$ cat config.mk
export PLATFORM = sky130hd
export DESIGN_NAME = anton_driver
export DESIGN_NICKNAME = d
export VERILOG_FILES = /design/src/rtl/anton_pkg.sv /design/src/rtl/nibble_shifter.sv /design/src/rtl/anton_driver.sv
export SDC_FILE = /design/constraint.sdc
export NUM_CORES = 1
export LEC_CHECK = 0
export CORE_MARGIN = 2
export CORE_UTILIZATION = 49
export CTS_CLUSTER_DIAMETER = 60
export DETAILED_ROUTE_END_ITERATION = 8
export PLACE_DENSITY = 0.84
export RECOVER_POWER = 50
export SETUP_SLACK_MARGIN = 0.5
export SLEW_MARGIN = 40
export SYNTH_ARGS = -nofsm -noshare
export SYNTH_HDL_FRONTEND = slang
export SYNTH_SLANG_ARGS = --single-unit
$ cat constraint.sdc
create_clock -name clk -period 3.26 [get_ports clk]
set_input_delay 0.489 -clock clk [delete_from_list [all_inputs] [get_ports clk]]
set_output_delay 0.489 -clock clk [all_outputs]
set_load 0.01 [all_outputs]
$ cat src/rtl/anton_pkg.sv
`default_nettype none
// anton_pkg: shared FSM state type and datapath widths for the anton_driver slice.
package anton_pkg;

  localparam int NIBBLE_W = 4;
  localparam int RESULT_W = 8;

  typedef enum logic [1:0] {
    IDLE   = 2'd0,
    SHIFT  = 2'd1,
    SETTLE = 2'd2,
    RESP   = 2'd3
  } state_t;

endpackage
`default_nettype wire

$ cat src/rtl/nibble_shifter.sv
`default_nettype none
// nibble_shifter: parallel-load register that exposes its most-significant nibble
// and shifts left one nibble per enabled cycle.
module nibble_shifter
  import anton_pkg::*;
#(
  parameter int NIBBLES = 4
) (
  input  logic                         clk,
  input  logic                         reset,
  input  logic                         load,
  input  logic                         shift,
  input  logic [NIBBLES*NIBBLE_W-1:0]  load_data,
  output logic [NIBBLE_W-1:0]          msn
);

  localparam int WIDTH = NIBBLES * NIBBLE_W;

  logic [WIDTH-1:0] sr;

  always_ff @(posedge clk) begin
    if (reset) begin
      sr <= '0;
    end else if (load) begin
      sr <= load_data;
    end else if (shift) begin
      // A plain shift stays legal when NIBBLES == 1, unlike a part-select concat
      sr <= sr << NIBBLE_W;
    end
  end

  assign msn = sr[WIDTH-1 -: NIBBLE_W];

endmodule
`default_nettype wire

$ cat src/rtl/anton_driver.sv
`default_nettype none
// anton_driver: shifts an operand to a nibble-serial device MSN-first, waits for it
// to settle, captures its result byte and hands it to the host over valid/ready.
module anton_driver
  import anton_pkg::*;
#(
  parameter int NIBBLES       = 4,
  parameter int SETTLE_CYCLES = 2
) (
  input  logic                         clk,
  input  logic                         reset,
  input  logic                         cmd_valid,
  output logic                         cmd_ready,
  input  logic [NIBBLES*NIBBLE_W-1:0]  cmd_data,
  output logic [NIBBLE_W-1:0]          dev_nibble,
  output logic                         dev_read,
  input  logic [RESULT_W-1:0]          dev_result,
  output logic                         rsp_valid,
  input  logic                         rsp_ready,
  output logic [RESULT_W-1:0]          rsp_data
);

  localparam int MAX_CNT = (NIBBLES > SETTLE_CYCLES) ? NIBBLES : SETTLE_CYCLES;
  localparam int CNT_W   = (MAX_CNT > 1) ? $clog2(MAX_CNT) : 1;

  localparam logic [CNT_W-1:0] SHIFT_LOAD  = CNT_W'(NIBBLES - 1);
  localparam logic [CNT_W-1:0] SETTLE_LOAD = CNT_W'(SETTLE_CYCLES - 1);

  state_t               state, next_state;
  logic [CNT_W-1:0]     cnt, next_cnt;
  logic                 accept;
  logic                 shift_en;
  logic                 capture;
  logic [NIBBLE_W-1:0]  msn;

  nibble_shifter #(
    .NIBBLES (NIBBLES)
  ) u_shifter (
    .clk       (clk),
    .reset     (reset),
    .load      (accept),
    .shift     (shift_en),
    .load_data (cmd_data),
    .msn       (msn)
  );

  always_ff @(posedge clk) begin
    if (reset) begin
      state    <= IDLE;
      cnt      <= '0;
      rsp_data <= '0;
    end else begin
      state <= next_state;
      cnt   <= next_cnt;
      if (capture) begin
        rsp_data <= dev_result;
      end
    end
  end

  // The counter counts down to zero and is reloaded whenever a timed state is entered
  always_comb begin
    next_state = state;
    next_cnt   = cnt;
    cmd_ready  = 1'b0;
    dev_nibble = '0;
    dev_read   = 1'b0;
    rsp_valid  = 1'b0;
    accept     = 1'b0;
    shift_en   = 1'b0;
    capture    = 1'b0;

    case (state)
      IDLE: begin
        cmd_ready = 1'b1;
        if (cmd_valid) begin
          accept     = 1'b1;
          next_state = SHIFT;
          next_cnt   = SHIFT_LOAD;
        end
      end
      SHIFT: begin
        dev_nibble = msn;
        shift_en   = 1'b1;
        if (cnt == '0) begin
          next_state = SETTLE;
          next_cnt   = SETTLE_LOAD;
        end else begin
          next_cnt = cnt - CNT_W'(1);
        end
      end
      SETTLE: begin
        dev_read = 1'b1;
        if (cnt == '0) begin
          capture    = 1'b1;
          next_state = RESP;
        end else begin
          next_cnt = cnt - CNT_W'(1);
        end
      end
      RESP: begin
        rsp_valid = 1'b1;
        if (rsp_ready) begin
          next_state = IDLE;
        end
      end
      default: begin
        next_state = IDLE;
      end
    endcase
  end

endmodule
`default_nettype wire

* After elaboration in Yosys (flattened, before gate mapping)
Index checks and enable logic that the tools add are counted.
** Word-level totals
- Bits in registers :: 28
- Word-level logic and storage cells :: 39
- Output and inout bits :: 15
** Operators by class
- Equal/unequal tests :: 8
- Add/sub/neg operators :: 1
- Multiplexer cells :: 20
- Reduce and logical (&&, ||, !) cells :: 6
** Operator list (number)
- $mux W16 :: 2
- $mux W2 :: 7
- $ne A2 B2 Y1 const B :: 5
- $mux W1 :: 8
- $pmux W2 S4 :: 1
- $pmux W2 S3 :: 1
- $eq A2 B2 Y1 const B :: 2
- $logic_not A2 Y1 :: 2
- $mux W4 :: 1
- $reduce_and A4 Y1 :: 1
- $reduce_and A3 Y1 :: 1
- $reduce_bool A3 Y1 :: 1
- $eq A2 B1 Y1 const B :: 1
- $reduce_bool A2 Y1 :: 1
- $sub A2 B1 Y2 const B :: 1

* Logic depth before layout (Yosys ltp)
Gate-level depths: netlist of the first run.
- Word-level depth :: 4
- Gate-level depth with buffers :: 6
- Gate-level depth less buffers :: 5

* Modules after synthesis
From an unflattened synthesis of the first run, not the netlist that was laid out.
** Second synthesis, totals
- Cells, all modules :: 156
- Area, all modules :: 1497.7 um2
** By module, submodules not included
- nibble_shifter :: area an instance 804.5 um2, times used 1, cells an instance 76
- anton_driver :: area an instance 693.2 um2, times used 1, cells an instance 80

* Worst setup path after synthesis of the first run
OpenSTA, ideal clock, no wires.
- Path type :: flip-flop to output port
- Start :: reg state[1]
- End :: out dev_nibble[0]
- Setup slack :: 1798 ps
- Stages on the path, launching flop included :: 5
- Path buffers :: 1
- Arrival :: 973 ps
- Path through :: dfxtp_1 > inv_1 > ha_1 > buf_2 > and2_1
** Between the ends
- Word-level cells in the longest chain between the ends :: 2
** Ends and longest elaborated chain
- start, declared :: line anton_driver.sv:29 : state_t state, next_state;
- start signal, assigned :: line anton_driver.sv:53 : state <= next_state;
- $eq A2 B1 Y1 :: line anton_driver.sv:73 : case (state)
- $mux W4 :: line anton_driver.sv:73
- end, declared :: line anton_driver.sv:15 : output logic [NIBBLE_W-1:0] dev_nibble,
Every way passes these cells.

* Worst setup path in the final report of the first run
Ends and elaborated chain as after synthesis.

==> impl_metrics.yaml, run 1 <==
final_layout:
  layout.nets: 223
  drive_above_1_share_pct: 8.60
  final_common_cell: "clkdlybuf4s50_1"
  area_growth_pct: 33.9
  nFillCells: 238
  design_area_um2: 1840
  stdcell_count: 217
  antenna_cells: 0
  layout_common_cells: "34 x clkdlybuf4s50_1, 28 x dfxtp_1, 18 x nand2_1, 14 x mux2i_1, 13 x nor2_1"
placed_design:
  hpwl_mm: 2.28
  place_area_um2: 1790
  pre_cts_slack_ns: 1.05
  io_buffers: 42
  dp_cells: 213
  gp_congestion: 0.814
detailed_routing:
  firstDrtPassIters: 4
  drc: 0
  ant_nets: 0
  via_per_inst: 5.42
  drt-total-wl_mm: 3.03
  drt_iter0_markers: 28
  vias: 1176
  wire_per_inst_um: 14.0
floorplan:
  dieArea_um2: 3240
  core_area_um2: 2710
  start_util_pct: 50.7
  fp.dieH_um: 57.0
  io_pins: 43
  fp.dieW_um: 57.0
  rows: 19
critical_path:
  reg2reg_from: "state[0]"
  crit_chain: "inv_1 -> ha_1 -> and2_1 -> clkdlybuf4s50_1"
  ff2ff_path_depth: 5
  worstReg2RegEnd: "u_shifter.sr[8]"
  crit_slowest_cell: "clkdlybuf4s50_1"
  endpoint_kind: "output port"
  slowest_delay_ns: 0.54
  crit_type: "reg -> out"
  cp.arrival_ns: 2.08
  worstSetupStartpointType: "flop"
  r2r_slack_ns: 1.23
  crit_fanout: 12
  critical_path_required_ns: 2.77
global_route:
  antenna_found_initial: 0
  grt_pass1_vias: 1221
  grt_max_degree: 29
  grt_pass1_wl_mm: 5.11
  gr-usage-all-layers_pct: 19.6
  grt_overflow: 0
synthesis:
  yosys.area_share.adder_pct: 7.29
  yosys_warnings: 0
  yosysSeqAreaShare_pct: 40.8
  synth_cells: 147
  synth_top_family_by_area: "compound AO/OA/AOI/OAI gates"
  synth_compound_area_share_pct: 18.5
  synth_cell_types: 25
  synth.area.mux_share_pct: 10.2
  netlist_area_um2: 1370
  synth_nets: 183
  syn_avg_cell_area_um2: 9.35
  synthXorXnorAreaFrac_pct: 0
  synth-simple-area-share_pct: 17.0
  ys_ff_latch: 28
sta:
  clock-skew-final_ns: 0.00735
  rsz0062_at_grt: "no"
  fmax_mhz: 389
  setup_tns_ns: 0
  setup_violations: 0
  period_needed_ns: 2.57
  setup_ws_ns: 0.689
  slew_headroom_pct: 34.2
  worst_slew_pin_slew_ns: 0.984
  slew_violations: 0
  post-route-period-util_pct: 78.9
  finalHoldViolCount: 0
clock_tree:
  clockBufferDepth: 2
  cts_buffers: 3
  postCtsHoldBufs: 0
  postCtsSetupBuffers: 0
  cts_resized: 0
  clk_latency_ns: 0.33
  cts_num_sinks: 28
  htree_num_levels: 1
  clk_root_buffer_cell: "clkbuf_4"
  cts_tree: "built"
  path_clk_slew_ns: 0.15
power:
  power.density_nw_per_um2: 756
  p_leak_uw: 0.000710
  p_total_uw: 1390
  peakVddDrop_uv: 621
hold_path:
  hold_end: "rsp_data[7]"
  hp-start: "rsp_data[7]"
  min-delay-path-class: "reg -> reg"
  holdPathStages: 2
run_status:
  status: "finished clean"
run:
  drv_cap: 0
-- cell type report --
class | count | area [um2] | share of cell area (%)
clock inverter | 1 | 30.0 | 1.63
clock buffer | 3 | 22.5 | 1.22
timing repair buffer | 44 | 435 | 23.7
inverter | 7 | 26.3 | 1.43
sequential | 28 | 561 | 30.5
tap | 31 | 38.8 | 2.11
multi-input combinational | 103 | 726 | 39.5
-- logic make-up (layout without fill, tap and decap cells) --
group | after synthesis | in the layout
simple gates | 49 | 49
compound gates | 32 | 32
flops | 28 | 28
buf+inv | 16 | 55
mux | 14 | 14
fa+ha+maj | 8 | 8
-- critical path, delay by kind of cell (launching register included) --
| family | cells | cell delay [ns] |
|---|---|---|
| adders and majority gates | 1 | 0.50 |
| buffers and inverters | 2 | 0.68 |
| DFF | 1 | 0.37 |
| and+or+nand+nor | 1 | 0.21 |
-- routing by layer --
metal	GRT usage (%)	vias to the layer above	wire length, um
li1	-	588	-
met1	23.9	535	1340
met2	31.4	42	1400
met3	5.22	11	201
met4	10.6	0	85
met5	0	-	0
-- per-stage QoR --
step | util, % | hold slack [ns]
final | 67.9 | 0.469
after global routing | 67.9 | 0.501
after CTS | 68.0 | 0.473
after detailed placement | 66.0 | 0.448
after global placement | 66.0 | 0.441
after floorplan | - | 0.463
-- report_power, final --
group          switching (uW)  leakage (uW)  internal (uW)
registers                60.0      0.000230            439
logic                     347      0.000452            316
clock network             104     0.0000279            124
total                     511      0.000710            879
-- cell usage after synthesis --
library cell	number	area, um2
buf_6	2	22.5
o22ai_1	1	6.26
a31oi_1	2	12.5
o21bai_1	1	7.51
a21oi_1	12	60.1
buf_1	1	3.75
nand2_2	1	6.26
dfxtp_1	28	561
nand3_1	4	20.0
a311oi_1	2	17.5
a221oi_1	1	8.76
nand2_1	17	63.8
a211oi_1	4	30.0
buf_4	1	7.51
mux2i_1	14	140
a211oi_2	8	100
nand2b_1	4	25.0
o221a_2	1	11.3
buf_2	5	25.0
inv_1	7	26.3
ha_1	8	100
and2_4	1	8.76
and2_1	5	31.3
nand3b_1	4	30.0
nor2_1	13	48.8
-- flip-flops by register name (all words and copies together) (netlist names) --
| register | cells |
|---|---|
| u_shifter.sr | 16 |
| rsp_data | 8 |
| cnt | 2 |
| state | 2 |
-- worst max-delay path by stage --
stage	start	to	slack (ns)
after floorplan	state[1]	dev_nibble[0]	1.80
after global placement	state[1]	dev_nibble[0]	1.15
after detailed placement	state[1]	dev_nibble[0]	1.05
after CTS	state[1]	dev_nibble[0]	0.66
after global routing	state[1]	dev_nibble[0]	0.57
final	state[1]	dev_nibble[0]	0.69
No activity file was read; power rests on OpenSTA's default activity.
==> inputs of run 2 (changes only) <==
CORE_UTILIZATION = 41   (was 49)
PLACE_DENSITY = 0.75   (was 0.84)
clock period = 2.15 ns   (was 3.26 ns; I/O delays follow)
==> run 2 against run 1 <==
  * Sequential power is 55% higher
  * Clock skew down 0.0061 ns
  * Clock-buffer cell count increased by 1
  * Sequential cell count unchanged
  * Register-to-register slack worse by 0.78 ns
  * Final cell count increased by 8.3%
  * Critical endpoint is now cnt[0]
  * Largest power group unchanged
  * Largest cell class unchanged
==> impl_metrics.yaml, run 2 (synthesis results as in run 1) <==
critical_path:
  worstReg2RegEnd: "cnt[0]"
  endpoint_kind: "flop"
  crit_fanout: 11
  crit_type: "reg -> reg"
  r2r_slack_ns: 0.45
  cp.depth: 5
  startpoint: "state[0]"
  crit_slowest_cell: "dfxtp_1"
  cp.arrival_ns: 1.94
  reg2reg_from: "state[0]"
  crit_chain: "inv_1 -> ha_4 -> nand2_1 -> a31oi_1 -> a311oi_1"
  worstSetupStartpointType: "flop"
  cp_top_family: "flip-flops"
  critical_path_required_ns: 2.39
  critPathBufInv: 1
  slowest_delay_ns: 0.49
  ff2ff_path_depth: 5
power:
  power.density_nw_per_um2: 1120
  p_total_uw: 2080
  peakVddDrop_uv: 704
  p_leak_uw: 0.000700
run_status:
  status: "finished clean"
hold_path:
  min-delay-path-class: "reg -> reg"
  hp-start: "rsp_data[0]"
  hold_end: "rsp_data[0]"
  holdPathStages: 2
clock_tree:
  cts_buffers: 3
  htree_num_levels: 1
  clk_root_buffer_cell: "clkbuf_4"
  cts_tree: "built"
  clockBufferDepth: 2
  postCtsHoldBufs: 0
  clk_latency_ns: 0.32
  cts_num_sinks: 28
  path_clk_slew_ns: 0.14
sta:
  post-route-period-util_pct: 79.1
  setup_violations: 0
  setup_tns_ns: 0
  slew_headroom_pct: 67.4
  worst_slew_pin_slew_ns: 0.487
  slew_violations: 0
  fmax_mhz: 588
  clock-skew-final_ns: 0.00125
  period_needed_ns: 1.70
  finalHoldViolCount: 0
  rsz0062_at_grt: "no"
final_layout:
  nFillCells: 326
  layout.nets: 226
  regMostFlops: "u_shifter.sr"
  area_growth_pct: 35.4
  antenna_cells: 0
  largest_reg_flops: 16
  layout_common_cells: "35 x clkdlybuf4s50_1, 27 x dfxtp_1, 17 x nand2_1, 14 x mux2i_1, 13 x nor2_1"
  reg_top3: "u_shifter.sr: 16 flops, rsp_data: 8 flops"
  final_core_util_pct: 56.6
  drive_above_1_share_pct: 14.8
  final_common_cell: "clkdlybuf4s50_1"
global_route:
  gr-usage-all-layers_pct: 17.3
  grt_pass1_vias: 1145
  antenna_found_initial: 0
  grt_max_degree: 29
  grt_pass1_wl_mm: 4.91
  grt_overflow: 0
detailed_routing:
  ant_nets: 0
  drt_iter0_markers: 46
  wire_per_inst_um: 13.3
  firstDrtPassIters: 4
  drt-total-wl_mm: 3.12
  vias: 1141
  via_per_inst: 4.86
  drc: 0
placed_design:
  gp_congestion: 0.802
  io_buffers: 42
  hpwl_mm: 2.34
run:
  drv_cap: 0
floorplan:
  start_util_pct: 41.8
  rows: 21
  core_area_um2: 3280
  dieArea_um2: 3830
  io_pins: 43
  fp.dieW_um: 61.9
  fp.dieH_um: 61.9
==> run 2: cell count changes in the layout (fill, tap and decap cells not counted), sizes merged <==
cell,change
buf,+3
dlygate4sd3,-8
clkdlybuf4s50,+1
clkbuf,+8
bufinv,-1
==> run 2: worst reg2reg max path, cell delays in order (launching register included) <==
cell      delay [ns]
dfxtp_1         0.49
inv_1           0.19
ha_4            0.23
nand2_1         0.29
a31oi_1         0.16
a311oi_1        0.27
==> run 2: metrics by stage <==
step,setup WS [ns],hold slack (ns),area [um2],instances
floorplan,0.750,0.458,1370,147
CTS,0.496,0.465,1910,235
global placement,0.425,0.444,1820,230
detailed placement,0.366,0.446,1820,230
global route,0.307,0.482,1860,235
finish,0.449,0.465,1860,235
==> run 2: worst max path at each step <==
stage                        to  slack [ns]
3_5_place_dp      dev_nibble[1]        0.37
4_1_cts           dev_nibble[1]        0.50
3_3_place_gp   u_shifter.sr[10]        0.42
2_1_floorplan            cnt[0]        0.75
6_report                 cnt[0]        0.45
5_1_grt                  cnt[0]        0.31
==> run 2: area by class of cell <==
class / count / area, um2 / area share (%)
well taps: 46 / 57.6 / 3.09
multi-input cells: 103 / 751 / 40.3
clock buffers: 4 / 36.3 / 1.95
repair buffers: 47 / 423 / 22.7
flip-flops and latches: 28 / 564 / 30.3
inverters: 7 / 28.8 / 1.55
==> run 2: power breakdown <==
part | switching [uW] | internal (uW) | total (uW)
Clock | 147 | 104 | 251
Combinational | 543 | 517 | 1060
Sequential | 99.8 | 672 | 772
Total | 790 | 1290 | 2080
==> run 2: routing by layer <==
| layer | GRT usage [%] | wire, um |
|---|---|---|
| met1 | 20.5 | 1400 |
| met2 | 31.6 | 1520 |
| met3 | 4.35 | 172 |
| met4 | 3.65 | 25 |
| met5 | 0 | 0 |
==> run 2: timing repair <==
item	in CTS	in global routing
gates resized for setup	25	10
setup buffers	1	0
cloned	0	0
setup endpoints to repair	24	9
endpoints found under the hold margin	0	0
